**config.mk**
```make
export PLATFORM = sky130hd
export DESIGN_NAME = wtch_ctrl_multi
export DESIGN_NICKNAME = d
export VERILOG_FILES = /design/src/rtl/wtch_pkg.sv /design/src/rtl/wtch_autorep.sv /design/src/rtl/wtch_ctrl_multi.sv
export SDC_FILE = /design/constraint.sdc
export NUM_CORES = 1
export LEC_CHECK = 0
export CORE_MARGIN = 1.5
export CORE_UTILIZATION = 40
export DETAILED_ROUTE_END_ITERATION = 12
export HOLD_SLACK_MARGIN = 0.15
export SLEW_MARGIN = 20
export SYNTH_ARGS = -nofsm -noshare
export SYNTH_HDL_FRONTEND = slang
export SYNTH_SLANG_ARGS = --single-unit
```
**constraint.sdc**
```tcl
create_clock -name clk -period 3.3 [get_ports clk]
set_input_delay 0.99 -clock clk [delete_from_list [all_inputs] [get_ports clk]]
set_output_delay 0.99 -clock clk [all_outputs]
set_load 0.02 [all_outputs]
```
**src/rtl/wtch_pkg.sv**
```systemverilog
// rtl/wtch_pkg.sv - state encoding and repeat-timing defaults for the watch mode controller
package wtch_pkg;

  typedef enum logic [2:0] {
    STOP   = 3'd0,
    RUN    = 3'd1,
    CALIB  = 3'd2,
    HOLD_U = 3'd3,
    HOLD_D = 3'd4
  } state_t;

  localparam int DEF_RPT_DLY = 50;
  localparam int DEF_RPT_PER = 10;

  function automatic logic is_calib(input state_t s);
    return (s == CALIB) || (s == HOLD_U) || (s == HOLD_D);
  endfunction

endpackage

```
**src/rtl/wtch_autorep.sv**
```systemverilog
// rtl/wtch_autorep.sv - held-button auto-repeat timer shared by both hold directions
module wtch_autorep
  import wtch_pkg::*;
#(
  parameter int RPT_DLY = DEF_RPT_DLY,
  parameter int RPT_PER = DEF_RPT_PER,
  parameter int CNT_W   = 8
) (
  input  logic clk,
  input  logic rst,
  input  logic tick,
  input  logic start,
  input  logic hold,
  output logic rep_pulse
);

  logic [CNT_W-1:0] cnt;
  logic             rpt_phase;
  logic [CNT_W-1:0] lim;

  // Compare against limit-1 before incrementing so the counter never exceeds its limit.
  assign lim       = rpt_phase ? CNT_W'(RPT_PER - 1) : CNT_W'(RPT_DLY - 1);
  assign rep_pulse = hold && tick && (cnt == lim);

  always_ff @(posedge clk or negedge rst) begin
    if (!rst) begin
      cnt       <= '0;
      rpt_phase <= 1'b0;
    end else if (start) begin
      cnt       <= '0;
      rpt_phase <= 1'b0;
    end else if (hold && tick) begin
      if (cnt == lim) begin
        cnt       <= '0;
        rpt_phase <= 1'b1;
      end else begin
        cnt <= cnt + 1'b1;
      end
    end
  end

endmodule

```
**src/rtl/wtch_ctrl_multi.sv**
```systemverilog
// rtl/wtch_ctrl_multi.sv - watch/stopwatch mode controller with field select and auto-repeat
module wtch_ctrl_multi
  import wtch_pkg::*;
#(
  parameter int NUM_FIELDS = 4,
  parameter int SEL_W      = $clog2(NUM_FIELDS),
  parameter int WRAP_SEL   = 1,
  parameter int RPT_DLY    = DEF_RPT_DLY,
  parameter int RPT_PER    = DEF_RPT_PER,
  parameter int CNT_W      = 8
) (
  input  logic                  clk,
  input  logic                  rst,
  input  logic                  tick,
  input  logic                  calib_mode,
  input  logic                  btnR,
  input  logic                  btnL,
  input  logic                  btnU,
  input  logic                  btnD,
  output logic                  run,
  output logic                  up,
  output logic                  dn,
  output logic                  clr,
  output logic                  calib_active,
  output logic [SEL_W-1:0]      field_sel,
  output logic [NUM_FIELDS-1:0] field_oh
);

  localparam logic [SEL_W-1:0] SEL_MAX = SEL_W'(NUM_FIELDS - 1);

  state_t           state, state_n;
  logic             btnU_q, btnD_q;
  logic             up_n, dn_n, clr_n;
  logic             start, hold, rep_pulse;
  logic [SEL_W-1:0] sel_nav, sel_nxt;

  // Repeat timing only advances while the held button is still the sole one pressed.
  assign hold = calib_mode &&
                (((state == HOLD_U) && btnU && !btnD) ||
                 ((state == HOLD_D) && btnD && !btnU));

  assign field_oh = NUM_FIELDS'(1) << field_sel;

  wtch_autorep #(
    .RPT_DLY(RPT_DLY),
    .RPT_PER(RPT_PER),
    .CNT_W  (CNT_W)
  ) u_autorep (
    .clk      (clk),
    .rst      (rst),
    .tick     (tick),
    .start    (start),
    .hold     (hold),
    .rep_pulse(rep_pulse)
  );

  always_comb begin
    sel_nav = field_sel;
    if (btnL && !btnR) begin
      if (field_sel != SEL_MAX)  sel_nav = field_sel + 1'b1;
      else if (WRAP_SEL != 0)    sel_nav = '0;
    end else if (btnR && !btnL) begin
      if (field_sel != '0)       sel_nav = field_sel - 1'b1;
      else if (WRAP_SEL != 0)    sel_nav = SEL_MAX;
    end
  end

  always_comb begin
    state_n = state;
    sel_nxt = field_sel;
    up_n    = 1'b0;
    dn_n    = 1'b0;
    clr_n   = 1'b0;
    start   = 1'b0;
    case (state)
      RUN: if (btnR) state_n = STOP;
      STOP: begin
        if (calib_mode)  state_n = CALIB;
        else if (btnR)   state_n = RUN;
        else if (btnL)   clr_n   = 1'b1;
      end
      CALIB: begin
        if (!calib_mode) begin
          state_n = STOP;
        end else begin
          sel_nxt = sel_nav;
          if (btnU && !btnU_q && !btnD) begin
            up_n = 1'b1; start = 1'b1; state_n = HOLD_U;
          end else if (btnD && !btnD_q && !btnU) begin
            dn_n = 1'b1; start = 1'b1; state_n = HOLD_D;
          end
        end
      end
      HOLD_U: begin
        if (!calib_mode) state_n = STOP;
        else if (!hold)  state_n = CALIB;
        else             up_n    = rep_pulse;
      end
      HOLD_D: begin
        if (!calib_mode) state_n = STOP;
        else if (!hold)  state_n = CALIB;
        else             dn_n    = rep_pulse;
      end
      default: state_n = RUN;
    endcase
  end

  always_ff @(posedge clk or negedge rst) begin
    if (!rst) begin
      state        <= RUN;
      field_sel    <= '0;
      up           <= 1'b0;
      dn           <= 1'b0;
      clr          <= 1'b0;
      run          <= 1'b1;
      calib_active <= 1'b0;
      btnU_q       <= 1'b0;
      btnD_q       <= 1'b0;
    end else begin
      state        <= state_n;
      field_sel    <= sel_nxt;
      up           <= up_n;
      dn           <= dn_n;
      clr          <= clr_n;
      run          <= (state_n == RUN);
      calib_active <= is_calib(state_n);
      btnU_q       <= btnU;
      btnD_q       <= btnD;
    end
  end

endmodule

```
* Word-level counts from Yosys, hierarchy flattened *
Index checks and enable logic that the tools add are counted.

cells by class
  $add $sub $neg = 3
  multiply operators = 0
  div/mod/pow operators = 0
  $lt $le $gt $ge = 0
  eq/ne operators = 10
  shift operators = 1
  multiplexer cells = 36
  bitwise logic cells = 0
  reductions and logical operators = 30

operators by type and width
  operator                                              number
  two-way mux 3 bit                                     8
  two-way mux 8 bit                                     3
  two-way mux 1 bit                                     17
  logical AND 1 bit                                     13
  equality test 3 x 2 -> 1 bit (second input constant)  4
  one-hot mux 3 bit (4 select lines)                    1
  adder 8 x 1 -> 8 bit (second input constant)          1
  equality test 8 bit                                   1
  two-way mux 2 bit                                     4
  nonzero test 2 bit                                    4
  equality test 3 x 1 -> 1 bit (second input constant)  2
  equality test 3 bit (second input constant)           2
  logical NOT 1 bit                                     6
  two-way mux 6 bit                                     1
  one-hot mux 1 bit (2 select lines)                    2
  << shifter 1 x 2 -> 4 bit (first input constant)      1
  logical NOT 3 bit                                     1
  logical OR 1 bit                                      3
  AND reduction 3 bit                                   1
  adder 2 x 1 -> 2 bit (second input constant)          1
  inequality test 2 bit (second input constant)         1
  AND reduction 2 bit                                   1
  OR reduction 2 bit                                    1
  subtractor 2 x 1 -> 2 bit (second input constant)     1

word-level totals
  register bits = 21
  latch bits = 0
  RAM bits = 0
  ROM bits = 0
  input bits = 8
  output and inout port bits = 11
  word-level logic and storage cells = 91
  memories kept = 0

* Depth between registers and ports, before layout *
  depth after elaboration = 11
  mapped depth = 6
  depth with buffers taken out = 6

* By module *
From an unflattened synthesis, not the netlist that was laid out.

second synthesis, totals
  cells, all modules = 116
  area total of the unflattened synthesis = 1202.4 um^2

by module, submodules not included
  module           instances  cells an instance  area an instance (um^2)  seq. area each (um^2)
  wtch_ctrl_multi  1          66                 683.2                    302.8
  wtch_autorep     1          50                 519.2                    225.2

* Least setup slack after synthesis *
Ideal clock, no wire load.

  kind = input to register
  from = in calib_mode
  to = reg u_autorep.cnt[6]
  library setup time = 79 ps
  arrival time = 2322 ps
  data required time = 3221 ps
  setup slack = 899 ps
  cell stages on the path = 6
  buffers on the path = 2
  cells stage by stage = clkbuf_1 > nand2_1 > o32a_1 > buf_2 > or4_1 > a21oi_1

on the way
  word-level cells in the longest chain between the ends = 3
  elaborated cells between the ends (all ways) = 6
  classes of those cells = mux (3); reduce/logical (3)

ends and longest elaborated chain
  what                                                     line                                          source
  from (decl)                                              wtch_ctrl_multi.sv:15                         input logic calib_mode,
  two-way mux 1 bit or logical AND 1 bit (tied branches)   wtch_ctrl_multi.sv:83, wtch_ctrl_multi.sv:38
  two-way mux 1 bit or logical AND 1 bit (tied branches)   wtch_ctrl_multi.sv:75, wtch_autorep.sv:32
  two-way mux 8 bit or nonzero test 2 bit (tied branches)  n/a
  to (signal assigned)                                     wtch_autorep.sv:37                            cnt <= cnt + 1'b1;
  to (decl)                                                wtch_autorep.sv:17                            logic [CNT_W-1:0] cnt;

Parallel ways exist; a longest one is shown, timed or not.
A chain may end at the register's enable or synchronous reset.

* Final worst setup path *
  from = in btnU
  to = reg u_autorep.cnt[5]

on the way
  word-level cells in the longest chain between the ends = 7
  elaborated cells between the ends (all ways) = 16
  classes of those cells = mux (5); reduce/logical (11)

ends and longest elaborated chain
  what                                                     line                                          source
  from (decl)                                              wtch_ctrl_multi.sv:18                         input logic btnU,
  logical NOT 1 bit                                        wtch_ctrl_multi.sv:40, wtch_ctrl_multi.sv:89
  logical AND 1 bit                                        wtch_ctrl_multi.sv:89                         end else if (btnD && !btnD_q && !btnU) begin
  two-way mux 1 bit                                        wtch_ctrl_multi.sv:89
  two-way mux 1 bit                                        wtch_ctrl_multi.sv:87                         if (btnU && !btnU_q && !btnD) begin
  two-way mux 1 bit                                        wtch_ctrl_multi.sv:83                         if (!calib_mode) begin
  two-way mux 1 bit                                        wtch_ctrl_multi.sv:75                         case (state)
  two-way mux 8 bit or nonzero test 2 bit (tied branches)  n/a

Parallel ways exist; a longest one is shown, timed or not.

==> run_summary.xml <==
<?xml version="1.0" encoding="UTF-8"?>
<metrics>
  <group name="detailed_routing">
    <metric name="detail_route.drc_violations" unit="">0</metric>
    <metric name="drt.antenna.violating_nets" unit="">0</metric>
    <metric name="drt_wl_total" unit="um">2370</metric>
    <metric name="drt_pass1_iterations" unit="">4</metric>
    <metric name="vias_per_cell" unit="">5.49</metric>
    <metric name="detail_route.iter0.violations" unit="">35</metric>
    <metric name="vias" unit="">960</metric>
    <metric name="average_detailed_routed_wire_length_per_instance" unit="um">13.6</metric>
  </group>
  <group name="clock_tree">
    <metric name="cts_max_path_buffers" unit="">2</metric>
    <metric name="htree_num_levels" unit="">1</metric>
    <metric name="tritoncts" unit="">built</metric>
    <metric name="cts_root_buf" unit="">sky130_fd_sc_hd__clkbuf_4</metric>
    <metric name="post-cts-setup-buffer-count" unit="">0</metric>
    <metric name="cts_hold_buf" unit="">0</metric>
    <metric name="worst_setup_hold_path_clk_slew" unit="ns">0.11</metric>
    <metric name="clock_insertion_delay_worst_skew" unit="ns">0.30</metric>
    <metric name="cts.sinks" unit="">21</metric>
    <metric name="tritoncts.num_buffers" unit="">3</metric>
    <metric name="ctsResizeCount" unit="">0</metric>
  </group>
  <group name="pwr">
    <metric name="power_density" unit="nW/um^2">482</metric>
    <metric name="ir_drop_worst_case_vdd" unit="V">0.000484</metric>
    <metric name="share_seq_of_total_power" unit="%">46.6</metric>
    <metric name="total_power" unit="W">0.000686</metric>
    <metric name="power.internal" unit="W">0.000454</metric>
    <metric name="power_leakage" unit="nW">0.577</metric>
    <metric name="power_switching_share" unit="%">33.8</metric>
    <metric name="combPwrFrac" unit="%">35.7</metric>
    <metric name="total_switching_power" unit="W">0.000232</metric>
    <metric name="clock_power_share" unit="%">17.7</metric>
  </group>
  <group name="sta">
    <metric name="fin_tns_setup" unit="ns">0</metric>
    <metric name="final.period_utilization" unit="%">83.2</metric>
    <metric name="slew-limit-headroom" unit="%">60.3</metric>
    <metric name="finalSetupViolCount" unit="">0</metric>
    <metric name="fin_skew" unit="ns">0.00379</metric>
    <metric name="max_freq" unit="GHz">0.364</metric>
    <metric name="final_critical_path_setup_slack" unit="ns">0.553</metric>
    <metric name="rsz0062_at_grt" unit="">no</metric>
    <metric name="worst_hold_slack" unit="ns">0.535</metric>
    <metric name="timing.final.hold_violations" unit="">0</metric>
    <metric name="period_minus_slack" unit="ns">2.75</metric>
    <metric name="worst_max_slew_pin_slew" unit="ns">0.589</metric>
    <metric name="slew_violations" unit="">0</metric>
  </group>
  <group name="die">
    <metric name="top_level_ports" unit="">19</metric>
    <metric name="die_height" unit="um">57.0</metric>
    <metric name="die_area" unit="um^2">3250</metric>
    <metric name="rows" unit="">19</metric>
    <metric name="fp.coreArea" unit="um^2">2760</metric>
    <metric name="floorplan.initialDensity" unit="%">42.3</metric>
    <metric name="fp.dieW" unit="um">57.0</metric>
  </group>
  <group name="final_layout">
    <metric name="final_layout_size_suffix_gt1_share" unit="%">6.94</metric>
    <metric name="insertedDiodeCount" unit="">0</metric>
    <metric name="layout_stage_area_growth_over_the_synthesis_result" unit="%">22.1</metric>
    <metric name="fin_nets" unit="">160</metric>
    <metric name="fin_area" unit="um^2">1420</metric>
  </group>
  <group name="place">
    <metric name="detailedPlace.worstSlack" unit="ns">0.244</metric>
    <metric name="hpwl" unit="um">1660</metric>
    <metric name="placed_cell_area" unit="um^2">1400</metric>
    <metric name="gp_congestion" unit="">0.835</metric>
    <metric name="placement.io_buffers" unit="">18</metric>
  </group>
  <group name="setup_path">
    <metric name="worst-setup-path-type" unit="">input pin to register</metric>
    <metric name="worst_setup_path_endpoint" unit="">u_autorep.cnt[5]$_DFFE_PN0P_</metric>
    <metric name="setup.worst_path.start" unit="">btnU</metric>
    <metric name="cp.arrival" unit="ns">2.97</metric>
    <metric name="crit_path_end_kind" unit="">register</metric>
    <metric name="setup.worst_path.start_class" unit="">input pin</metric>
    <metric name="worst_r2r_endpoint" unit="">u_autorep.cnt[5]$_DFFE_PN0P_</metric>
    <metric name="maximum_fanout_along_the_worst_path" unit="">20</metric>
    <metric name="r2r_startpoint" unit="">state[1]$_DFF_PN0_</metric>
    <metric name="r2r.worst_path.cells" unit="">4</metric>
    <metric name="timing.reg2reg.setup_slack" unit="ns">1.19</metric>
    <metric name="crit_required" unit="ns">3.52</metric>
  </group>
  <group name="logic_synthesis">
    <metric name="postSynthNetCount" unit="">137</metric>
    <metric name="post-synth-top-area-cell" unit="">sky130_fd_sc_hd__dfrtp_1</metric>
    <metric name="yosysSeqAreaShare" unit="%">45.3</metric>
    <metric name="synth_top_area_share" unit="%">40.8</metric>
    <metric name="synth.lib_cells_used.distinct" unit="">36</metric>
    <metric name="yosys_register_bits" unit="">21</metric>
    <metric name="synth_area_leaders" unit="">sky130_fd_sc_hd__dfrtp_1 (41%), sky130_fd_sc_hd__ha_1 (7.5%), sky130_fd_sc_hd__a21oi_1 (5.2%), sky130_fd_sc_hd__dfstp_2 (4.5%), sky130_fd_sc_hd__o21ai_0 (4.3%)</metric>
    <metric name="avgSynthCellArea" unit="um^2">9.56</metric>
    <metric name="syn_area" unit="um^2">1170</metric>
    <metric name="syn_inst" unit="">122</metric>
    <metric name="yosysWarningCount" unit="">0</metric>
  </group>
  <group name="grt">
    <metric name="first_global_vias" unit="">909</metric>
    <metric name="grt_first_pass_wirelength" unit="um">4120</metric>
    <metric name="grt_start_max_net_pins" unit="">22</metric>
    <metric name="gr-total-overflow" unit="">0</metric>
    <metric name="total_track_usage" unit="%">16.1</metric>
    <metric name="antenna_found_initial" unit="">0</metric>
  </group>
  <group name="job">
    <metric name="max_cap_violations" unit="">0</metric>
  </group>
  <group name="hold_path">
    <metric name="holdCritPathClass" unit="">register to register</metric>
  </group>
  <group name="outcome">
    <metric name="outcome" unit="">complete, no violations</metric>
  </group>
</metrics>
==> area by class of cell <==
class                      instances  area (um^2)
fill                             260         1330
clock buffer                       4         26.3
inverter                          10         37.5
tap                               31         38.8
multi-input combinational         87          583
sequential                        21          528
timing repair buffer              22          210
==> sequential cells by signal, summed over array words and instances, names as in the netlist <==
signal               count
u_autorep.cnt            8
state                    3
field_sel                2
btnD_q                   1
btnU_q                   1
calib_active             1
clr                      1
dn                       1
run                      1
u_autorep.rpt_phase      1
up                       1
==> layer usage <==
layer | GRT usage, % | part of all wire [%] | up-vias
met5 | 0 | 0 | -
met4 | 7.31 | 0.72 | 0
met3 | 2.27 | 4.2 | 2
met2 | 23.8 | 44 | 23
met1 | 23.6 | 51 | 447
li1 | - | - | 488
==> placed cells by master, fill, tap and decap left out, types with 3 or more instances in the layout <==
master / n
sky130_fd_sc_hd__dfrtp_1: 19
sky130_fd_sc_hd__nand3_1: 5
sky130_fd_sc_hd__ha_1: 7
sky130_fd_sc_hd__a21oi_1: 12
sky130_fd_sc_hd__o21ai_0: 10
sky130_fd_sc_hd__nor2_1: 4
sky130_fd_sc_hd__o31ai_1: 4
sky130_fd_sc_hd__inv_1: 10
sky130_fd_sc_hd__clkdlybuf4s50_1: 18
sky130_fd_sc_hd__nor4bb_1: 3
sky130_fd_sc_hd__nand2_1: 9
sky130_fd_sc_hd__or4_1: 5
sky130_fd_sc_hd__buf_4: 4
sky130_fd_sc_hd__nor3b_1: 3
sky130_fd_sc_hd__clkbuf_4: 3
==> worst min-delay path by stage <==
stage	cells past startpoint	slack, ns	from	to
2_1_floorplan	1	0.48	u_autorep.rpt_phase$_DFFE_PN0P_	u_autorep.rpt_phase$_DFFE_PN0P_
3_3_place_gp	1	0.51	u_autorep.rpt_phase$_DFFE_PN0P_	u_autorep.rpt_phase$_DFFE_PN0P_
3_5_place_dp	1	0.51	u_autorep.rpt_phase$_DFFE_PN0P_	u_autorep.rpt_phase$_DFFE_PN0P_
4_1_cts	1	0.54	u_autorep.rpt_phase$_DFFE_PN0P_	u_autorep.rpt_phase$_DFFE_PN0P_
5_1_grt	1	0.56	u_autorep.rpt_phase$_DFFE_PN0P_	u_autorep.rpt_phase$_DFFE_PN0P_
6_report	1	0.53	u_autorep.rpt_phase$_DFFE_PN0P_	u_autorep.rpt_phase$_DFFE_PN0P_
==> logic make-up (layout without fill, tap and decap cells) <==
kind of cell / Yosys count / count (layout) / share of synthesized area (%)
compound gates: 34 / 34 / 17.6
xor+xnor: 1 / 1 / 0.751
simple gates: 45 / 45 / 24.1
flops: 21 / 21 / 45.3
fa+ha+maj: 7 / 7 / 7.51
buf+inv: 14 / 36 / 4.72
==> cell usage after synthesis <==
library cell	number
sky130_fd_sc_hd__o32a_1	1
sky130_fd_sc_hd__nand3b_1	1
sky130_fd_sc_hd__o21bai_1	1
sky130_fd_sc_hd__nor3_1	1
sky130_fd_sc_hd__o31a_1	1
sky130_fd_sc_hd__dfrtp_1	19
sky130_fd_sc_hd__nand4bb_1	1
sky130_fd_sc_hd__a21boi_0	1
sky130_fd_sc_hd__nand3_1	5
sky130_fd_sc_hd__or2_4	1
sky130_fd_sc_hd__o22ai_1	1
sky130_fd_sc_hd__a21oi_1	12
sky130_fd_sc_hd__or3_1	2
sky130_fd_sc_hd__xor2_1	1
sky130_fd_sc_hd__o31ai_1	4
sky130_fd_sc_hd__nand2_1	9
sky130_fd_sc_hd__nor3b_1	3
sky130_fd_sc_hd__nor2b_1	1
sky130_fd_sc_hd__clkbuf_1	2
sky130_fd_sc_hd__a221o_1	1
sky130_fd_sc_hd__nor2_1	4
sky130_fd_sc_hd__o21ai_0	10
sky130_fd_sc_hd__nor4_1	1
sky130_fd_sc_hd__dfstp_2	2
sky130_fd_sc_hd__buf_2	2
sky130_fd_sc_hd__inv_1	10
sky130_fd_sc_hd__nor4bb_1	3
sky130_fd_sc_hd__and2_1	1
sky130_fd_sc_hd__ha_1	7
sky130_fd_sc_hd__or3b_1	2
sky130_fd_sc_hd__and3_1	1
sky130_fd_sc_hd__or4_1	5
sky130_fd_sc_hd__nor4b_1	2
sky130_fd_sc_hd__o21a_1	2
sky130_fd_sc_hd__nand2b_1	1
sky130_fd_sc_hd__nand4_1	1
==> critical path: stages <==
cell	delay [ns]
sky130_fd_sc_hd__clkdlybuf4s50_1	0.47
sky130_fd_sc_hd__nand3b_1	0.23
sky130_fd_sc_hd__o32a_1	0.56
sky130_fd_sc_hd__or4_1	0.55
sky130_fd_sc_hd__a21oi_1	0.16
==> metrics by stage <==
stage | utilization (%) | std cells
after detailed placement | 50.7 | 171
after CTS | 51.6 | 175
final | 51.6 | 175
after global routing | 51.6 | 175
after floorplan | - | 122
after global placement | 50.7 | 171
==> power groups by stage <==
stage	Combinational (W)	Sequential [W]	Clock [W]
after floorplan	0.000128	0.000337	0
after global placement	0.000246	0.000322	0
after detailed placement	0.000246	0.000325	0
after CTS	0.000248	0.000319	0.000129
after global routing	0.000272	0.000325	0.000137
final	0.000245	0.000319	0.000122
(Power assumes the default switching activity.)
